[src/rtl/multiword_add_seq.sv]
// ---------------------------------------------------------------------------
// multiword_add_seq
//
// Sequential W-bit adder/subtractor (W = 16*NUM_SLICES).  A single 16-bit
// ripple-carry adder is reused once per cycle, LSB slice first, with the
// carry held in a register between slices.  Subtraction is A + ~B + 1: the
// B slices are inverted and the carry register is preset to 1.
//
// Ports
//   clk        : clock, rising edge
//   rst_n      : asynchronous active-low reset
//   in_valid   : requester presents an operation
//   in_ready   : high only in IDLE; acceptance = in_valid & in_ready
//   op_sub     : 0 = A+B, 1 = A-B (sampled on acceptance)
//   op_a/op_b  : W-bit operands (sampled on acceptance)
//   out_valid  : result available (DONE state)
//   out_ready  : consumer takes the result
//   result     : W-bit sum/difference modulo 2^W
//   carry_out  : carry from the MSB slice (subtract: 1 = no borrow)
//   overflow   : two's-complement signed overflow
//   busy       : high in RUN or DONE
// ---------------------------------------------------------------------------

// 16-bit ripple-carry adder, one full adder per bit.
module rca16 (
  input  logic [15:0] a,
  input  logic [15:0] b,
  input  logic        cin,
  output logic [15:0] sum,
  output logic        cout
);
  logic [16:0] c;

  assign c[0] = cin;

  genvar gi;
  generate
    for (gi = 0; gi < 16; gi++) begin : g_fa
      assign sum[gi]  = a[gi] ^ b[gi] ^ c[gi];
      assign c[gi+1]  = (a[gi] & b[gi]) | (c[gi] & (a[gi] ^ b[gi]));
    end
  endgenerate

  assign cout = c[16];
endmodule

module multiword_add_seq #(
  parameter int NUM_SLICES = 4
) (
  input  logic                       clk,
  input  logic                       rst_n,
  input  logic                       in_valid,
  output logic                       in_ready,
  input  logic                       op_sub,
  input  logic [16*NUM_SLICES-1:0]   op_a,
  input  logic [16*NUM_SLICES-1:0]   op_b,
  output logic                       out_valid,
  input  logic                       out_ready,
  output logic [16*NUM_SLICES-1:0]   result,
  output logic                       carry_out,
  output logic                       overflow,
  output logic                       busy
);
  localparam int W  = 16 * NUM_SLICES;
  localparam int IW = (NUM_SLICES > 1) ? $clog2(NUM_SLICES) : 1;
  localparam logic [IW-1:0] LAST_IDX = IW'(NUM_SLICES - 1);

  typedef enum logic [1:0] {
    IDLE = 2'd0,
    RUN  = 2'd1,
    DONE = 2'd2
  } state_t;

  state_t          state_reg;
  logic [W-1:0]    a_reg;
  logic [W-1:0]    b_reg;
  logic            sub_reg;
  logic            carry_reg;
  logic [IW-1:0]   idx_reg;
  logic [W-1:0]    result_reg;
  logic            carry_out_reg;
  logic            overflow_reg;
  logic            out_valid_reg;

  // Operand registers viewed as arrays of 16-bit slices.
  logic [15:0] a_slice [NUM_SLICES];
  logic [15:0] b_slice [NUM_SLICES];

  genvar gi;
  generate
    for (gi = 0; gi < NUM_SLICES; gi++) begin : g_slice
      assign a_slice[gi] = a_reg[16*gi +: 16];
      assign b_slice[gi] = b_reg[16*gi +: 16];
    end
  endgenerate

  logic [15:0] adder_a;
  logic [15:0] adder_b;
  logic [15:0] adder_sum;
  logic        adder_cout;

  assign adder_a = a_slice[idx_reg];
  assign adder_b = b_slice[idx_reg] ^ {16{sub_reg}};

  rca16 u_rca16 (
    .a    (adder_a),
    .b    (adder_b),
    .cin  (carry_reg),
    .sum  (adder_sum),
    .cout (adder_cout)
  );

  always_ff @(posedge clk or negedge rst_n) begin
    if (!rst_n) begin
      state_reg     <= IDLE;
      a_reg         <= '0;
      b_reg         <= '0;
      sub_reg       <= 1'b0;
      carry_reg     <= 1'b0;
      idx_reg       <= '0;
      result_reg    <= '0;
      carry_out_reg <= 1'b0;
      overflow_reg  <= 1'b0;
      out_valid_reg <= 1'b0;
    end else begin
      case (state_reg)
        IDLE: begin
          if (in_valid) begin
            a_reg     <= op_a;
            b_reg     <= op_b;
            sub_reg   <= op_sub;
            carry_reg <= op_sub;   // the "+1" of A + ~B + 1
            idx_reg   <= '0;
            state_reg <= RUN;
          end
        end
        RUN: begin
          result_reg[16*idx_reg +: 16] <= adder_sum;
          carry_reg                    <= adder_cout;
          if (idx_reg == LAST_IDX) begin
            // idx stays at the last slice; it is cleared on the next acceptance.
            state_reg     <= DONE;
            out_valid_reg <= 1'b1;
            carry_out_reg <= adder_cout;
            overflow_reg  <= (adder_a[15] == adder_b[15]) &&
                             (adder_sum[15] != adder_a[15]);
          end else begin
            idx_reg <= idx_reg + 1'b1;
          end
        end
        DONE: begin
          // Returning to IDLE takes this whole cycle, so no acceptance here.
          if (out_ready) begin
            state_reg     <= IDLE;
            out_valid_reg <= 1'b0;
          end
        end
        default: begin
          state_reg     <= IDLE;
          out_valid_reg <= 1'b0;
        end
      endcase
    end
  end

  assign in_ready  = (state_reg == IDLE);
  assign busy      = (state_reg != IDLE);
  assign out_valid = out_valid_reg;
  assign result    = result_reg;
  assign carry_out = carry_out_reg;
  assign overflow  = overflow_reg;
endmodule

[config.mk]
export PLATFORM = sky130hd
export DESIGN_NAME = multiword_add_seq
export DESIGN_NICKNAME = d
export VERILOG_FILES = /design/src/rtl/multiword_add_seq.sv
export SDC_FILE = /design/constraint.sdc
export NUM_CORES = 1
export LEC_CHECK = 0
export ABC_AREA = 1
export CAP_MARGIN = 20
export CORE_MARGIN = 4
export CORE_UTILIZATION = 35
export DETAILED_ROUTE_END_ITERATION = 6
export GPL_ROUTABILITY_DRIVEN = 0
export GPL_TIMING_DRIVEN = 0
export SYNTH_ARGS = -nofsm -noshare
export SYNTH_HDL_FRONTEND = slang
export SYNTH_HIERARCHICAL = 1
export SYNTH_SLANG_ARGS = --single-unit
export TNS_END_PERCENT = 20
[constraint.sdc]
create_clock -name clk -period 12.7 [get_ports clk]
set_input_delay 1.27 -clock clk [delete_from_list [all_inputs] [get_ports clk]]
set_output_delay 1.27 -clock clk [all_outputs]
set_load 0.02 [all_outputs]
==> run metrics, run 1 <==
synth-to-layout area growth 35.9%; hold-fix buffer count after cts 0; commonest non-fill, non-tap cell in the layout nand2_1; synthesized area per cell 8.46 um2; Post-Syn Instances 1085; Cell Int Power 2.08 mW; first-pass GRT wire length 45.1 mm; Clock Tree Buf Depth 3; Root Driver clkbuf_16; post-synthesis sequential area ratio 54.8%; final hold vios 0; failing checks design-rule violations; DR pass1 iterations 7; Worst path max stage delay 0.42 ns; sequential cell area 5030 um2; Die Span X 170 um; Final nets 1468; GR Overflow Total 0; clk sinks 201; Clk pwr share 18.4%; Worst slew margin 60.3%; largest net degree at the start of global routing 71; RSZ-0062 raised after global routing no; CTS tree yes; Logic pwr share 54.0%; Gates resized, CTS repair 0; drt total wl 29.3 mm; Setup CP Type reg2reg; Synth Net Count 1240; final count of pins violating max slew 0; MaxCap Viol Count 0; die area 28900 um2; CP Max Fanout 10; TNS Setup 0 ns; Leakage 5.98 nW; Max rail drop VDD 0.214 mV; via density per instance 4.94; IO Pins 202; critical path endpoint category flip-flop; CP Launch Type flip-flop; Core Area 25500 um2; Synthesis Warnings 6; fin crit period 8.66 ns; Peak Freq 115 MHz; worst r2r path cells 32; Flop pwr share 27.7%; Worst-Margin Slew 0.596 ns; final-layout fill cell count 2458; Placed Cells 1618; CTS Buf Count 23; Arrival @ worst endpoint 9.10 ns; Hold WC Path Type reg2reg; post-detail-place hpwl 22.2 mm; synth unique cells 25; Starting Density 36.0%; worst clock skew 0.0302 ns; Port Buf Inserts 201; Slowest-stage cell, CP dfrtp_1; initial antenna violation count 1; status finished, violations left; postcts setup bufs 0; vias in the first global route 8199; share of layout cells above drive strength 1 6.40%; Final Cycle Share 68.2%; most frequent cells in the layout nand2_1 (466), dfrtp_1 (201), clkdlybuf4s50_1 (200); area taken by multi-input logic gates 3710 um2; DRC viols 3; WL/cell 17.6 um; Detail Route Antenna Nets 0; Switching Share 46.6%; Fin Hold WS 0.474 ns; Die Ht 170 um; Hold Path Depth 2; vias post-DR 8204; Net Sw Power 1.81 mW; cell mode on critical path fa_1; Core Util, Final 49.0%; non-filler cells, final 1660; FP Rows 58; number of H-tree levels 1; 1st-iter DRT viols 721; clock slew at reported path FFs 0.06 ns; Synth Cell Area 9180 um2; PwrDens 312 nW/um2; Tot GR Track Use 19.8%; Critical Path RT 13.14 ns; synthesized flop and latch total 201; worst skew pair latency 0.52 ns; Final Setup Violations 0
## power by group through the flow
stage | registers, mW | logic (mW) | clock network, mW
final | 1.08 | 2.10 | 0.714
after global routing | 1.11 | 2.28 | 0.752
after CTS | 1.07 | 2.06 | 0.724
after detailed placement | 1.08 | 2.05 | 0
after global placement | 1.08 | 2.02 | 0
after floorplan | 1.10 | 1.14 | 0
## per-stage QoR
stage	setup slack (ns)	power [mW]	instance area (um2)
detailed placement	4.14	3.13	11700
CTS	4.10	3.85	12500
floorplan	4.98	2.24	9180
global placement	1.83	3.10	11600
finish	4.04	3.89	12500
global route	3.70	4.14	12500
## routing by layer
metal	part of all wire, %	routed length [um]	vias to the layer above	GRT usage (%)
li1	-	-	3951	-
met5	0	0	-	0
met4	1.9	567	0	4.72
met2	46	13500	278	31.7
met3	7.2	2110	44	3.79
met1	45	13200	3931	27.9
## Yosys cell counts
master / count / area (um2)
a31oi_1: 1 / 6.26
buf_1: 2 / 7.51
buf_2: 32 / 160
buf_6: 1 / 11.3
clkbuf_1: 33 / 124
clkinv_2: 1 / 5.00
dfrtp_1: 201 / 5030
fa_1: 16 / 320
ha_1: 6 / 75.1
inv_1: 27 / 101
inv_2: 6 / 22.5
nand2_1: 466 / 1750
nand2_2: 1 / 6.26
nand3_1: 13 / 65.1
nand4_1: 2 / 12.5
nor2_1: 67 / 251
nor2_2: 1 / 6.26
nor2_4: 1 / 11.3
nor3_1: 1 / 5.00
o21ai_0: 95 / 475
o21ai_1: 36 / 180
o22ai_1: 31 / 194
o31ai_1: 29 / 218
or2_2: 1 / 6.26
xor2_1: 15 / 131
## layout make-up
cell class | instances | share of cell area [%]
well taps | 330 | 3.31
multi-input cells | 782 | 29.8
repair buffers | 203 | 16.6
inverters | 34 | 1.03
clock buffers | 28 | 4.93
diodes | 1 | 0.0201
plain buffers | 68 | 2.43
clock inverters | 13 | 1.57
flip-flops and latches | 201 | 40.3
## final timing paths
kind / startpoint / end / slack [ns]
worst min-delay path: b_reg[44]$_DFFE_PN0P_ / b_reg[44]$_DFFE_PN0P_ / 0.47
worst max-delay path: idx_reg[0]$_DFFE_PN0P_ / overflow$_DFFE_PN0P_ / 4.04
worst min register to register: b_reg[44]$_DFFE_PN0P_ / b_reg[44]$_DFFE_PN0P_ / 0.47
min in group asynchronous: rst_n / result[39]$_DFFE_PN0P_ / 0.68
worst max register to register: idx_reg[0]$_DFFE_PN0P_ / overflow$_DFFE_PN0P_ / 4.04
max in group asynchronous: rst_n / b_reg[14]$_DFFE_PN0P_ / 10.94
## worst max-delay path: cells and delay by family, from the launching register on
kind            cells  cell delay (ns)
xor+xnor            1             0.14
flops               1             0.42
fa+ha+maj          16             6.08
buf+inv             8             1.20
compound gates      2             0.35
simple gates        5             0.39
## cell families (layout without fill, tap and decap cells)
| kind of cell | after synthesis | after routing | synth area share, % |
|---|---|---|---|
| xor+xnor | 15 | 15 | 1.43 |
| flops | 201 | 201 | 54.8 |
| fa+ha+maj | 22 | 22 | 4.31 |
| buf+inv | 102 | 346 | 4.70 |
| other cells | 0 | 1 | 0 |
| compound gates | 192 | 192 | 11.7 |
| simple gates | 553 | 553 | 23.0 |
No activity file was read; power rests on OpenSTA's default activity.
==> run 2: changes to the inputs <==
==> constraint.sdc (replaced) <==
create_clock -name clk -period 6.9 [get_ports clk]
set_input_delay 0.69 -clock clk [delete_from_list [all_inputs] [get_ports clk]]
set_output_delay 0.69 -clock clk [all_outputs]
set_load 0.02 [all_outputs]
==> run 2 against run 1 <==
  * The run ends with negative setup slack left
  * Global-route usage increased by 0.36 points
  * First-iteration DRC count decreased by 8.0%
  * Clock skew decreased by 0.012 ns
  * Routed wire length increased by 0.98%
  * Flip-flop and latch count unchanged
  * Die area unchanged
  * Hold slack got worse by 0.29 ns
  * Highest routed layer unchanged
==> run metrics, run 2 (same netlist as run 1, synthesis figures left out) <==
Max rail drop VDD 0.512 mV (+140%); TNS Setup -2.71 ns (-2.71 ns); final count of pins violating max slew 0 (unchanged); via density per instance 4.90 (-0.84%); number of H-tree levels 1 (unchanged); worst clock skew 0.0177 ns (-0.0124 ns); largest net degree at the start of global routing 103 (+45%); initial antenna violation count 0 (-1); Detail Route Antenna Nets 0 (unchanged); Hold WC Path Type in2async; Port Buf Inserts 201 (unchanged); commonest non-fill, non-tap cell in the layout nand2_1; clock slew at reported path FFs 0.06 ns (about the same); Clock Tree Buf Depth 3 (unchanged); Final Worst Setup Slack -0.510 ns (-4.54 ns); r2r startpoint idx_reg[0]$_DFFE_PN0P_; Leakage 6.04 nW (+0.94%); Arrival @ worst endpoint 7.85 ns (-1.25 ns); setup slack at placement -0.835 ns (-4.97 ns); MaxCap Viol Count 0 (unchanged); Worst-Margin Slew 0.787 ns (+0.191 ns); drt total wl 29.6 mm (+0.98%); Worst path max stage delay 0.41 ns (about the same); status finished, violations left; failing checks negative setup slack; Core Util, Final 49.9% (+0.88 points); DR pass1 iterations 5 (-2); met3 WL post-DR 2.13 mm (+1.1%); RSZ-0062 raised after global routing yes; critical path endpoint category flip-flop; final hold vios 0 (unchanged); Final Cycle Share 107% (+39 points); met2 wire length 13.8 mm (+2.4%); sequential cell area 5030 um2 (about the same); Fin Hold WS 0.180 ns (-0.295 ns); hold-fix buffer count after cts 0 (unchanged); Worst slew margin 47.5% (-13 points); Clk pwr share 16.0% (-2.4 points); cell mode on critical path fa_2; CTS Buf Count 23 (unchanged); Die Ht 170 um (unchanged); post-detail-place hpwl 22.4 mm (+0.77%); terminus of the critical flop-to-flop path overflow$_DFFE_PN0P_; die area 28900 um2 (unchanged); Core Area 25500 um2 (unchanged); Peak Freq 135 MHz (+17%); final-layout fill cell count 2429 (-1.2%); area taken by multi-input logic gates 3860 um2 (+4.1%); DRC viols 0 (-3); Metal-1 WL 13.2 mm (+0.23%); PwrDens 586 nW/um2 (+88%); Net Sw Power 3.41 mW (+89%); non-filler cells, final 1667 (+0.42%); GR Overflow Total 0 (unchanged); Finished Cell Area 12700 um2 (+1.8%); WL/cell 17.7 um (+0.56%); Final nets 1478 (+0.68%); fin crit period 7.41 ns (-1.26 ns); Setup CP Type reg2reg; IO Pins 202 (unchanged); Placed Cells 1617 (-0.062%); CP Launch Type flip-flop; Flop pwr share 26.6% (-1.1 points); share of layout cells above drive strength 1 10.0% (+3.6 points); Die Span X 170 um (unchanged); clk sinks 201 (unchanged); vias in the first global route 8177 (-0.27%); most frequent cells in the layout nand2_1 (462), dfrtp_1 (200), clkdlybuf4s50_1 (200); worst r2r path cells 32 (unchanged); Slowest-stage cell, CP fa_1; Diodes inserted 0 (-1); Cell Area, Placed 11700 um2 (+0.48%); Logic pwr share 57.4% (+3.4 points); CP Max Fanout 7 (-3); worst skew pair latency 0.51 ns (about the same); Cell Int Power 4.02 mW (+94%); Starting Density 36.0% (unchanged); synth-to-layout area growth 38.4%; Tot GR Track Use 20.1% (+0.36 points); Reg2Reg Setup Slack -0.51 ns (-4.54 ns); total power 7.44 mW (+91%); vias post-DR 8169 (-0.43%); first-pass GRT wire length 45.7 mm (+1.3%); CTS tree yes; Switching Share 45.9% (-0.65 points); FP Rows 58 (unchanged); Critical Path RT 7.34 ns (-5.80 ns); Final Setup Violations 10 (+10); Max Used Layer met4; 1st-iter DRT viols 663 (-8.0%); Root Driver clkbuf_16
run 2: cell types whose count changed in the layout (fill, tap and decap cells not counted), sizes merged:
cell	delta
buf	+11
clkbuf	+5
clkinv	-4
bufinv	-3
clkinvlp	-1
diode	-1
run 2: power groups by stage:
| stage | clock network [mW] | logic, mW | registers [mW] |
|---|---|---|---|
| floorplan | 0 | 2.21 | 2.03 |
| global placement | 0 | 3.83 | 1.99 |
| detailed placement | 0 | 3.90 | 1.98 |
| CTS | 1.21 | 4.03 | 1.97 |
| global route | 1.26 | 4.63 | 2.03 |
| finish | 1.19 | 4.27 | 1.98 |
run 2: worst max path at each step:
stage | start | end | slack [ns] | depth (start not counted)
after floorplan | idx_reg[0]$_DFFE_PN0P_ | overflow$_DFFE_PN0P_ | -0.14 | 32
after global routing | idx_reg[0]$_DFFE_PN0P_ | overflow$_DFFE_PN0P_ | -0.70 | 32
final | idx_reg[0]$_DFFE_PN0P_ | overflow$_DFFE_PN0P_ | -0.51 | 32
after global placement | rst_n | b_reg[6]$_DFFE_PN0P_ | -3.42 | 1
after detailed placement | idx_reg[1]$_DFFE_PN0P_ | result[15]$_DFFE_PN0P_ | -0.83 | 26
after CTS | idx_reg[0]$_DFFE_PN0P_ | overflow$_DFFE_PN0P_ | -0.47 | 32
run 2: layout make-up:
| class | count | area share (%) |
|---|---|---|
| Sequential cell | 201 | 39.6 |
| Multi-Input combinational cell | 782 | 30.4 |
| Timing Repair Buffer | 214 | 16.9 |
| Clock buffer | 34 | 5.09 |
| Tap cell | 330 | 3.25 |
| Buffer | 67 | 2.97 |
| Inverter | 34 | 1.10 |
| Clock inverter | 5 | 0.621 |
run 2: layer usage:
layer / up-vias / track usage (%)
met5: - / 0
met4: 0 / 4.03
met3: 32 / 3.32
met2: 272 / 32.9
met1: 3904 / 28.6
li1: 3961 / -
run 2: critical path, delay by kind of cell (launching register included):
| family | cells | cell delay, ns |
|---|---|---|
| xor+xnor | 1 | 0.17 |
| fa+ha+maj | 16 | 5.53 |
| flops | 1 | 0.36 |
| buf+inv | 8 | 0.71 |
| simple gates | 5 | 0.32 |
| compound gates | 2 | 0.23 |
run 2: timing repair:
action,CTS,global route
setup endpoints to repair,14,11
gates resized for setup,29,16
pin swaps,6,9
buffers inserted,10,2
gates cloned,0,0
==> run 3: changes to the inputs <==
--- a/config.mk
+++ b/config.mk
@@ -11,7 +11,7 @@
 export CORE_UTILIZATION = 35
 export DETAILED_ROUTE_END_ITERATION = 6
 export GPL_ROUTABILITY_DRIVEN = 0
-export GPL_TIMING_DRIVEN = 0
+export GPL_TIMING_DRIVEN = 1
 export SYNTH_ARGS = -nofsm -noshare
 export SYNTH_HDL_FRONTEND = slang
 export SYNTH_HIERARCHICAL = 1
==> constraint.sdc (replaced) <==
create_clock -name clk -period 6.9 [get_ports clk]
set_input_delay 0.69 -clock clk [delete_from_list [all_inputs] [get_ports clk]]
set_output_delay 0.69 -clock clk [all_outputs]
set_load 0.1 [all_outputs]
==> run 3 against run 2 <==
  * Routed wire length shrank 7.5%
  * Via count shrank 4.2%
  * Sequential share of layout area is 1.4 points higher
  * The flow still finishes with violations (negative setup slack)
  * Critical path depth shrank 2
  * Design area fell by 3.3%
  * Count of clock-buffer cells in the layout down 2
  * Worst setup slack better by 0.24 ns
  * Global-route usage is 1.4 points lower
==> run metrics, run 3 (same netlist as run 1, synthesis figures left out) <==
status finished, violations left; failing checks negative setup slack; Die Ht 170 um (unchanged); GRT met3 Usage 3.21% (-0.12 points); first-pass GRT wire length 43.2 mm (-5.5%); vias in the first global route 7959 (-2.7%); WL/cell 17.0 um (-4.0%); hold-fix buffer count after cts 0 (unchanged); Slowest-stage cell, CP dfrtp_2; Finished Cell Area 12300 um2 (-3.3%); Clock Tree Buf Depth 3 (unchanged); FP Rows 58 (unchanged); IO Pins 202 (unchanged); area taken by multi-input logic gates 3790 um2 (-1.8%); worst clock skew 0.0125 ns (-0.00520 ns); M1 GR Usage 26.8% (-1.7 points); synth-to-layout area growth 33.8%; CTS Buf Count 23 (unchanged); Arrival @ worst endpoint 7.61 ns (-0.24 ns); number of H-tree levels 1 (unchanged); Tot GR Track Use 18.7% (-1.4 points); Worst path max stage delay 0.48 ns (+0.07 ns); Die Span X 170 um (unchanged); GR Util met2 29.3% (-3.6 points); Peak Freq 140 MHz (+3.4%); non-filler cells, final 1606 (-3.7%); largest net degree at the start of global routing 89 (-14%); GRT Max-Usage Layer met2; Placed Cells 1569 (-3.0%); clk sinks 201 (unchanged); share of layout cells above drive strength 1 7.13% (-2.9 points); final hold vios 0 (unchanged); postcts setup bufs 0 (-10); Final Worst Setup Slack -0.266 ns (+0.243 ns); Cell Area, Placed 11500 um2 (-1.7%); RSZ-0062 raised after global routing yes; DRC viols 0 (unchanged); MaxCap Viol Count 0 (unchanged); most frequent cells in the layout nand2_1 (464), dfrtp_1 (200), clkdlybuf4s50_1 (200); via density per instance 4.87 (-0.55%); drt total wl 27.4 mm (-7.5%); commonest non-fill, non-tap cell in the layout nand2_1; Critical Path RT 7.34 ns (about the same); TNS Setup -1.00 ns (+1.71 ns); Worst slew margin 30.6% (-17 points); Hold WC Path Type in2async; GR Overflow Total 0 (unchanged); die area 28900 um2 (unchanged); vias post-DR 7827 (-4.2%); fin crit period 7.17 ns (-0.243 ns); Buf/Inv on CP 7 (-1); CTS tree yes; Final Setup Violations 5 (-5); critical path endpoint category flip-flop; CP Launch Type flip-flop; Starting Density 36.0% (unchanged); Diodes inserted 0 (unchanged); 1st-iter DRT viols 637 (-3.9%); Port Buf Inserts 201 (unchanged); Final nets 1419 (-4.0%); sequential cell area 5030 um2 (unchanged); Detail Route Antenna Nets 0 (unchanged); cell mode on critical path fa_2; initial antenna violation count 0 (unchanged); Setup CP Type reg2reg; Worst-Margin Slew 1.04 ns (+0.251 ns); clock slew at reported path FFs 0.06 ns (about the same); worst skew pair latency 0.51 ns (about the same); largest delay contributor family on the critical path adder cells; post-detail-place hpwl 20.3 mm (-9.2%); CP Max Fanout 7 (unchanged); DR pass1 iterations 5 (unchanged); Core Area 25500 um2 (unchanged); Final Cycle Share 104% (-3.5 points); Root Driver clkbuf_16; final count of pins violating max slew 0 (unchanged); final-layout fill cell count 2476 (+1.9%)
run 3: per-stage QoR:
| stage | hold WS (ns) | setup WS, ns | util, % |
|---|---|---|---|
| after global placement | 0.460 | -0.124 | 45.2 |
| after CTS | 0.226 | -0.230 | 48.0 |
| after detailed placement | 0.462 | -0.206 | 45.2 |
| after global routing | 0.258 | -0.566 | 48.2 |
| final | 0.204 | -0.266 | 48.2 |
| after floorplan | 0.394 | -0.148 | - |
run 3: worst reg2reg max path: cells and delay by family, from the launching register on:
family	cells	cell delay (ns)
simple gates	6	0.44
buf+inv	7	0.53
flops	1	0.48
fa+ha+maj	16	5.54
compound gates	1	0.11
run 3: final timing paths:
path | from | endpoint | slack [ns] | cells after the start
worst min-delay path | rst_n | result[41]$_DFFE_PN0P_ | 0.20 | 1
worst max-delay path | idx_reg[0]$_DFFE_PN0P_ | overflow$_DFFE_PN0P_ | -0.27 | 30
max in group asynchronous | rst_n | a_reg[42]$_DFFE_PN0P_ | 5.40 | 2
min in group clk | a_reg[43]$_DFFE_PN0P_ | a_reg[43]$_DFFE_PN0P_ | 0.48 | 2
worst max register to register | idx_reg[0]$_DFFE_PN0P_ | overflow$_DFFE_PN0P_ | -0.27 | 30
worst min register to register | a_reg[43]$_DFFE_PN0P_ | a_reg[43]$_DFFE_PN0P_ | 0.48 | 2
run 3: per-layer routing:
layer	wire length [um]	vias to the layer above
li1	-	3845
met1	12600	3694
met2	12500	234
met3	1600	54
met4	733	0
met5	0	-
run 3: cell type report:
| class | instances | area share (%) |
|---|---|---|
| Clock buffer | 32 | 5.21 |
| Clock inverter | 5 | 0.673 |
| Inverter | 34 | 1.16 |
| Multi-Input combinational cell | 782 | 30.9 |
| Sequential cell | 201 | 41.0 |
| Tap cell | 330 | 3.36 |
| Timing Repair Buffer | 222 | 17.7 |
run 3: what timing repair did:
| item | in CTS | in global routing |
|---|---|---|
| pin swaps | 1 | 3 |
| setup endpoints to repair | 5 | 8 |
| resized for setup | 2 | 8 |
Power of run 3 is not shown: default switching activity piles up to over one toggle a cycle in this logic, so the estimate is an artifact.
